===== src/rtl/maze_map_loader.sv =====
// maze_map_loader
//
// Loads an N x N maze wall map (N = 2**CW) one row per valid/ready handshake,
// checks that the start cell (0,0) and goal cell (N-1,N-1) are open, then
// serves combinational wall lookups at (X,Y). While the map is done, the
// controller may mark cells as blocked (visited).
//
// Ports:
//   clk          rising-edge clock
//   rst          asynchronous, active-high reset
//   load_start   pulse: begin (re)load of the full map
//   row_data     one maze row; bit x = cell (x, row); 1 = wall
//   row_valid    row_data valid
//   row_ready    loader accepts a row this cycle (registered)
//   X, Y         lookup/mark column and row
//   mark_en      set cell (X,Y) to 1, honoured only once the map is done
//   wall         map[Y][X], combinational
//   map_ready    map loaded and checked; solver may run
//   map_error    start or goal cell is a wall after load
//   rows_loaded  rows accepted in the current load

module maze_map_loader #(
    parameter int unsigned CW = 4
) (
    input  logic                 clk,
    input  logic                 rst,
    input  logic                 load_start,
    input  logic [(1<<CW)-1:0]   row_data,
    input  logic                 row_valid,
    output logic                 row_ready,
    input  logic [CW-1:0]        X,
    input  logic [CW-1:0]        Y,
    input  logic                 mark_en,
    output logic                 wall,
    output logic                 map_ready,
    output logic                 map_error,
    output logic [CW:0]          rows_loaded
);

    localparam int unsigned N = 1 << CW;

    typedef enum logic [1:0] {StIdle, StLoad, StCheck, StDone} state_t;

    state_t          state;
    logic [CW-1:0]   row_cnt;
    logic [N-1:0]    map_mem [N];

    assign wall = map_mem[Y][X];

    always_ff @(posedge clk or posedge rst) begin
        if (rst) begin
            state       <= StIdle;
            row_cnt     <= '0;
            row_ready   <= 1'b0;
            map_ready   <= 1'b0;
            map_error   <= 1'b0;
            rows_loaded <= '0;
            for (int i = 0; i < N; i++) begin
                map_mem[i] <= '0;
            end
        end else if (load_start) begin
            // Restart wins over a coincident handshake: the row is dropped.
            // Old map contents stay; the new load overwrites them row by row.
            state       <= StLoad;
            row_cnt     <= '0;
            row_ready   <= 1'b1;
            map_ready   <= 1'b0;
            map_error   <= 1'b0;
            rows_loaded <= '0;
        end else begin
            unique case (state)
                StIdle: begin
                    row_ready <= 1'b0;
                end
                StLoad: begin
                    if (row_valid && row_ready) begin
                        map_mem[row_cnt] <= row_data;
                        rows_loaded      <= rows_loaded + (CW+1)'(1);
                        if (row_cnt == CW'(N - 1)) begin
                            // Counter holds at N-1 rather than wrapping.
                            state     <= StCheck;
                            row_ready <= 1'b0;
                        end else begin
                            row_cnt <= row_cnt + CW'(1);
                        end
                    end
                end
                StCheck: begin
                    map_error <= map_mem[0][0] | map_mem[N-1][N-1];
                    state     <= StDone;
                end
                StDone: begin
                    // Registered here so ready rises one cycle after DONE entry.
                    map_ready <= 1'b1;
                    if (mark_en) begin
                        map_mem[Y][X] <= 1'b1;
                    end
                end
                default: begin
                    state <= StIdle;
                end
            endcase
        end
    end

endmodule

===== config.mk =====
export PLATFORM = sky130hd
export DESIGN_NAME = maze_map_loader
export DESIGN_NICKNAME = d
export VERILOG_FILES = /design/src/rtl/maze_map_loader.sv
export SDC_FILE = /design/constraint.sdc
export NUM_CORES = 1
export LEC_CHECK = 0
export ABC_AREA = 1
export CORE_ASPECT_RATIO = 1.4
export CORE_UTILIZATION = 52
export DETAILED_ROUTE_END_ITERATION = 10
export MAX_ROUTING_LAYER = met4
export PLACE_DENSITY = 0.66
export SLEW_MARGIN = 15
export SYNTH_ARGS = -nofsm -noshare
export SYNTH_HDL_FRONTEND = slang
export SYNTH_SLANG_ARGS = --single-unit

===== constraint.sdc =====
create_clock -name clk -period 31.7 [get_ports clk]
set_input_delay 9.51 -clock clk [delete_from_list [all_inputs] [get_ports clk]]
set_output_delay 9.51 -clock clk [all_outputs]
set_load 0.02 [all_outputs]

* Word-level counts from Yosys, hierarchy flattened *
Cells that the tools add are included.
Widths: inputs -> output; s select.

cells by class
  add/subtract/negate cells = 2
  magnitude comparators = 6
  equality and inequality tests = 9
  mux-type cells = 34
  bitwise gates (word level) = 5
  reductions and logical operators = 17

operators by type and width
  operator             count
  $mux 256             2
  $pmux 256 s2         1
  $bwmux 256           1
  $or 256x256->256     1
  $demux 16 s4         2
  $bmux 16 s4          1
  $mux 16              4
  $mux 4               4
  $mux 5               3
  $ge 5x5->1 const B   2
  $lt 5x1->1 const B   2
  $not 4->5            2
  $reduce_bool 2->1    5
  $mux 1               9
  $reduce_and 3->1     3
  $mux 2               3
  $ne 2x2->1 const B   3
  $ne 3x3->1 const B   2
  $reduce_bool 3->1    2
  $add 5x1->5 const B  1
  $lt 4x5->1 const B   1
  $add 4x1->4 const B  1
  $bmux 1 s4           1
  $demux 1 s4          1
  other kinds (12)     16

storage, ports and cells
  register bits = 270
  input port bits = 29
  output and inout port bits = 9
  word-level logic and storage cells = 95

* Depth between registers and ports, before layout *
  depth after elaboration = 9
  depth in mapped cells = 15
  gate-level depth less buffers = 13

* Worst setup path before layout *
OpenSTA, ideal clock, no wires.

  kind = in2out
  from = in Y[0]
  to = out wall
  arrival time = 10.761 ns
  required time = 22.190 ns
  path slack = 11.429 ns
  cell stages on the path = 15
  buffers on the path = 3
  cells stage by stage = buf_4 buf_6 buf_2 nand2_1 nand2_1 nand2_1 nand2_1 nand2_1 nand2_1 o21ai_0 nand2_1 nor2_1 nor2_1 nor2_1 nand2_1

on the way
  word-level cells in the longest chain between the ends = 6

ends and longest elaborated chain
  what                                        RTL line  text
  start, declared                             32        input logic [CW-1:0] Y,
  $not 4->5 (implied by the code)             48        assign wall = map_mem[Y][X];
  $bmux 16 s4                                 48
  $mux 16 (implied by the code) (2 in a row)  48
  $bmux 1 s4                                  48
  $mux 1 (implied by the code)                48
  end, declared                               34        output logic wall,

No other way between the ends. The select of a mux whose other input is x is not followed.

* Worst setup path in the final report *
  from = in Y[1]
  to = out wall

The elaborated chain is that of the path after synthesis.

==> results.ini <==
[power]
leakage_nw=8.31
ir_worst_vdd_v=0.0000461
pwr_density_cell_nw_per_um2=87.5

[timing]
hold_violations=0
worst_pin_slew_ps=1270
setup_viol=0
hold-worst-slack_ps=478
relSlewSlack_pct=15.3
setup_slack_ps=9330
fin_tns_setup_ps=0
post-route-period-util_pct=70.6
period_needed_ps=22370
rsz0062_at_grt=no
maxSlewViolCount=0
fmax_mhz=44.7
skew_ps=17.3

[finish]
drive_above_1_share_pct=7.08
mostFrequentLayoutCell=nand2_1
final_nets=2193
syn_to_final_growth_pct=8.22
antenna_cells=0
layout_common_cells=nand2_1 (540), inv_1 (302), dfrtp_1 (270), a21oi_1 (249), nor2_1 (167)

[synth]
syn_avg_cell_area_um2=7.15
synth_area_leaders=dfrtp_1 (43%), nand2_1 (13%), a21oi_1 (7.9%)
synth_top_area_cell=dfrtp_1
synth_seq_cells=270
synth_warnings=0
synth_top_area_share_pct=42.7
synth_area_um2=15800
synth_cells=2212
ys_types=41
yosysSeqAreaShare_pct=42.7
synth_nets=2246

[placed_design]
portBuffers=37
place_ws_ps=9430
gp_congestion=0.995
dpl.hpwl_um=36000

[floorplan]
dieArea_um2=31100
start_util_pct=52.8
die_x_um=149
io_pins=38
core_area_um2=29900
fp.dieH_um=208
num_rows=75

[cts]
cts_htree_levels=1
cts_root_buf=clkbuf_16
cts-hold-fix-buffers=0
cts_resized=0
clockBufferDepth=3
clkTransAtPathRegs_ps=70
cts.sinks=270
clk_latency_ps=600
cts_tree=built
post-cts-setup-buffers=0
cts_buffers=30

[global_routing]
grt_antenna_before_repair=0
grt_overflow=0
grt_usage_pct=39.3
grt_pass1_wl_um=89000
grt_pass1_vias=14800
grt_start_max_net_pins=146

[status]
outcome=finished clean

[worst_setup_path]
crit_type=input pin to output pin
arrival_ps=12860
cp_cell_sequence=buf_2 > buf_4 > inv_2 > nor2_2 > a21oi_1 > nand2_1 > nand2_1 > nand2_1 > o21ai_1 > nand2_1 > nor2_1 > nor2_1 > nor2_1 > nand2_1 > clkdlybuf4s50_1
crit_fanout=56
crit_path_max_incr_delay_ps=680
startpoint_type=input pin
crit_required_ps=22190
crit_slowest_cell=nor2_2
cpMostUsedCell=nand2_1
end_kind=output pin

[detailed_routing]
drtAntennaViolNets=0
totalWireLength_um=58000
firstDrtPassIters=6
wl_per_cell_um=22.6
detail_route.vias_per_cell=6.07
drc_errors=0
drt-initial-drc-count=1498
vias=15500

[flow_run]
drv_cap=0

[worst_hold_path]
hold_class=flop to flop

## synthesized netlist by cell type, drive strengths merged
cell type  count
a211oi        62
a21oi        256
a22oi          1
a31oi          7
a32oi          2
buf          100
clkbuf        44
clkinv         3
dfrtp        270
ha             5
inv          337
nand2        553
nand3         21
nand4          1
nor2         194
nor3           9
nor4           1
o211ai        10
o21a           1
o21ai        225
o221ai         1
o22ai         94
o311ai        15
## sequential cells by signal, indices dropped and copies added, names as in the netlist
name,count
state,2
map_mem,256
row_ready,1
map_error,1
map_ready,1
row_cnt,4
rows_loaded,5
## worst max-delay path, delay by kind of cell
| kind | cells | cell delay, ps |
|---|---|---|
| AOI/OAI and AO/OA | 2 | 210 |
| and+or+nand+nor | 9 | 1310 |
| buffers and inverters | 4 | 1810 |
## final timing paths
path / startpoint / to / slack (ps) / cells past startpoint
setup / recovery: Y[1] / wall / 9330 / 15
hold / removal: rows_loaded[4] / rows_loaded[4] / 480 / 1
setup reg to reg: state[1] / map_mem[169] / 27530 / 9
hold reg to reg: rows_loaded[4] / rows_loaded[4] / 480 / 1
max in group asynchronous: rst / map_mem[80] / 20880 / 3
min in group asynchronous: rst / map_mem[9] / 9440 / 2
## layer usage
metal / up-vias / global-route usage (%) / wire length (um)
met3: 214 / 5.96 / 5510
met2: 901 / 59.4 / 26300
met1: 7363 / 50.3 / 22600
met4: 0 / 21.7 / 3510
met5: - / - / 0
li1: 7044 / - / -
## stage by stage
step                      utilization (%)  instance area [um^2]  total power (W)  std cells
final                                57.1                 17100          0.00150       2559
after global routing                 57.1                 17100          0.00160       2559
after CTS                            57.1                 17100          0.00149       2559
after detailed placement             53.8                 16100          0.00112       2512
after global placement               53.8                 16100          0.00111       2512
after floorplan                         -                 15800         0.000979       2212
## cells by family after synthesis
logic type,count (synthesis),synth area share (%)
flops,270,42.7
compound gates,674,24.1
buf+inv,484,12.8
simple gates,779,20.0
fa+ha+maj,5,0.396
## power by group
| group | leakage, nW | switching (W) | internal [W] |
|---|---|---|---|
| registers | 2.95 | 0.0000838 | 0.000503 |
| logic | 4.88 | 0.000355 | 0.000191 |
| clock network | 0.477 | 0.000151 | 0.000213 |
| total | 8.31 | 0.000590 | 0.000908 |
## final cells by class
class                      count  area, um^2
clock buffer                  38         821
clock inverter                 9         168
fill                        2876       12800
inverter                     340        1290
multi-input combinational   1458        7050
sequential                   270        6760
tap                          385         482
timing repair buffer          59         544
Note: power is estimated with default switching activity, not from simulation.
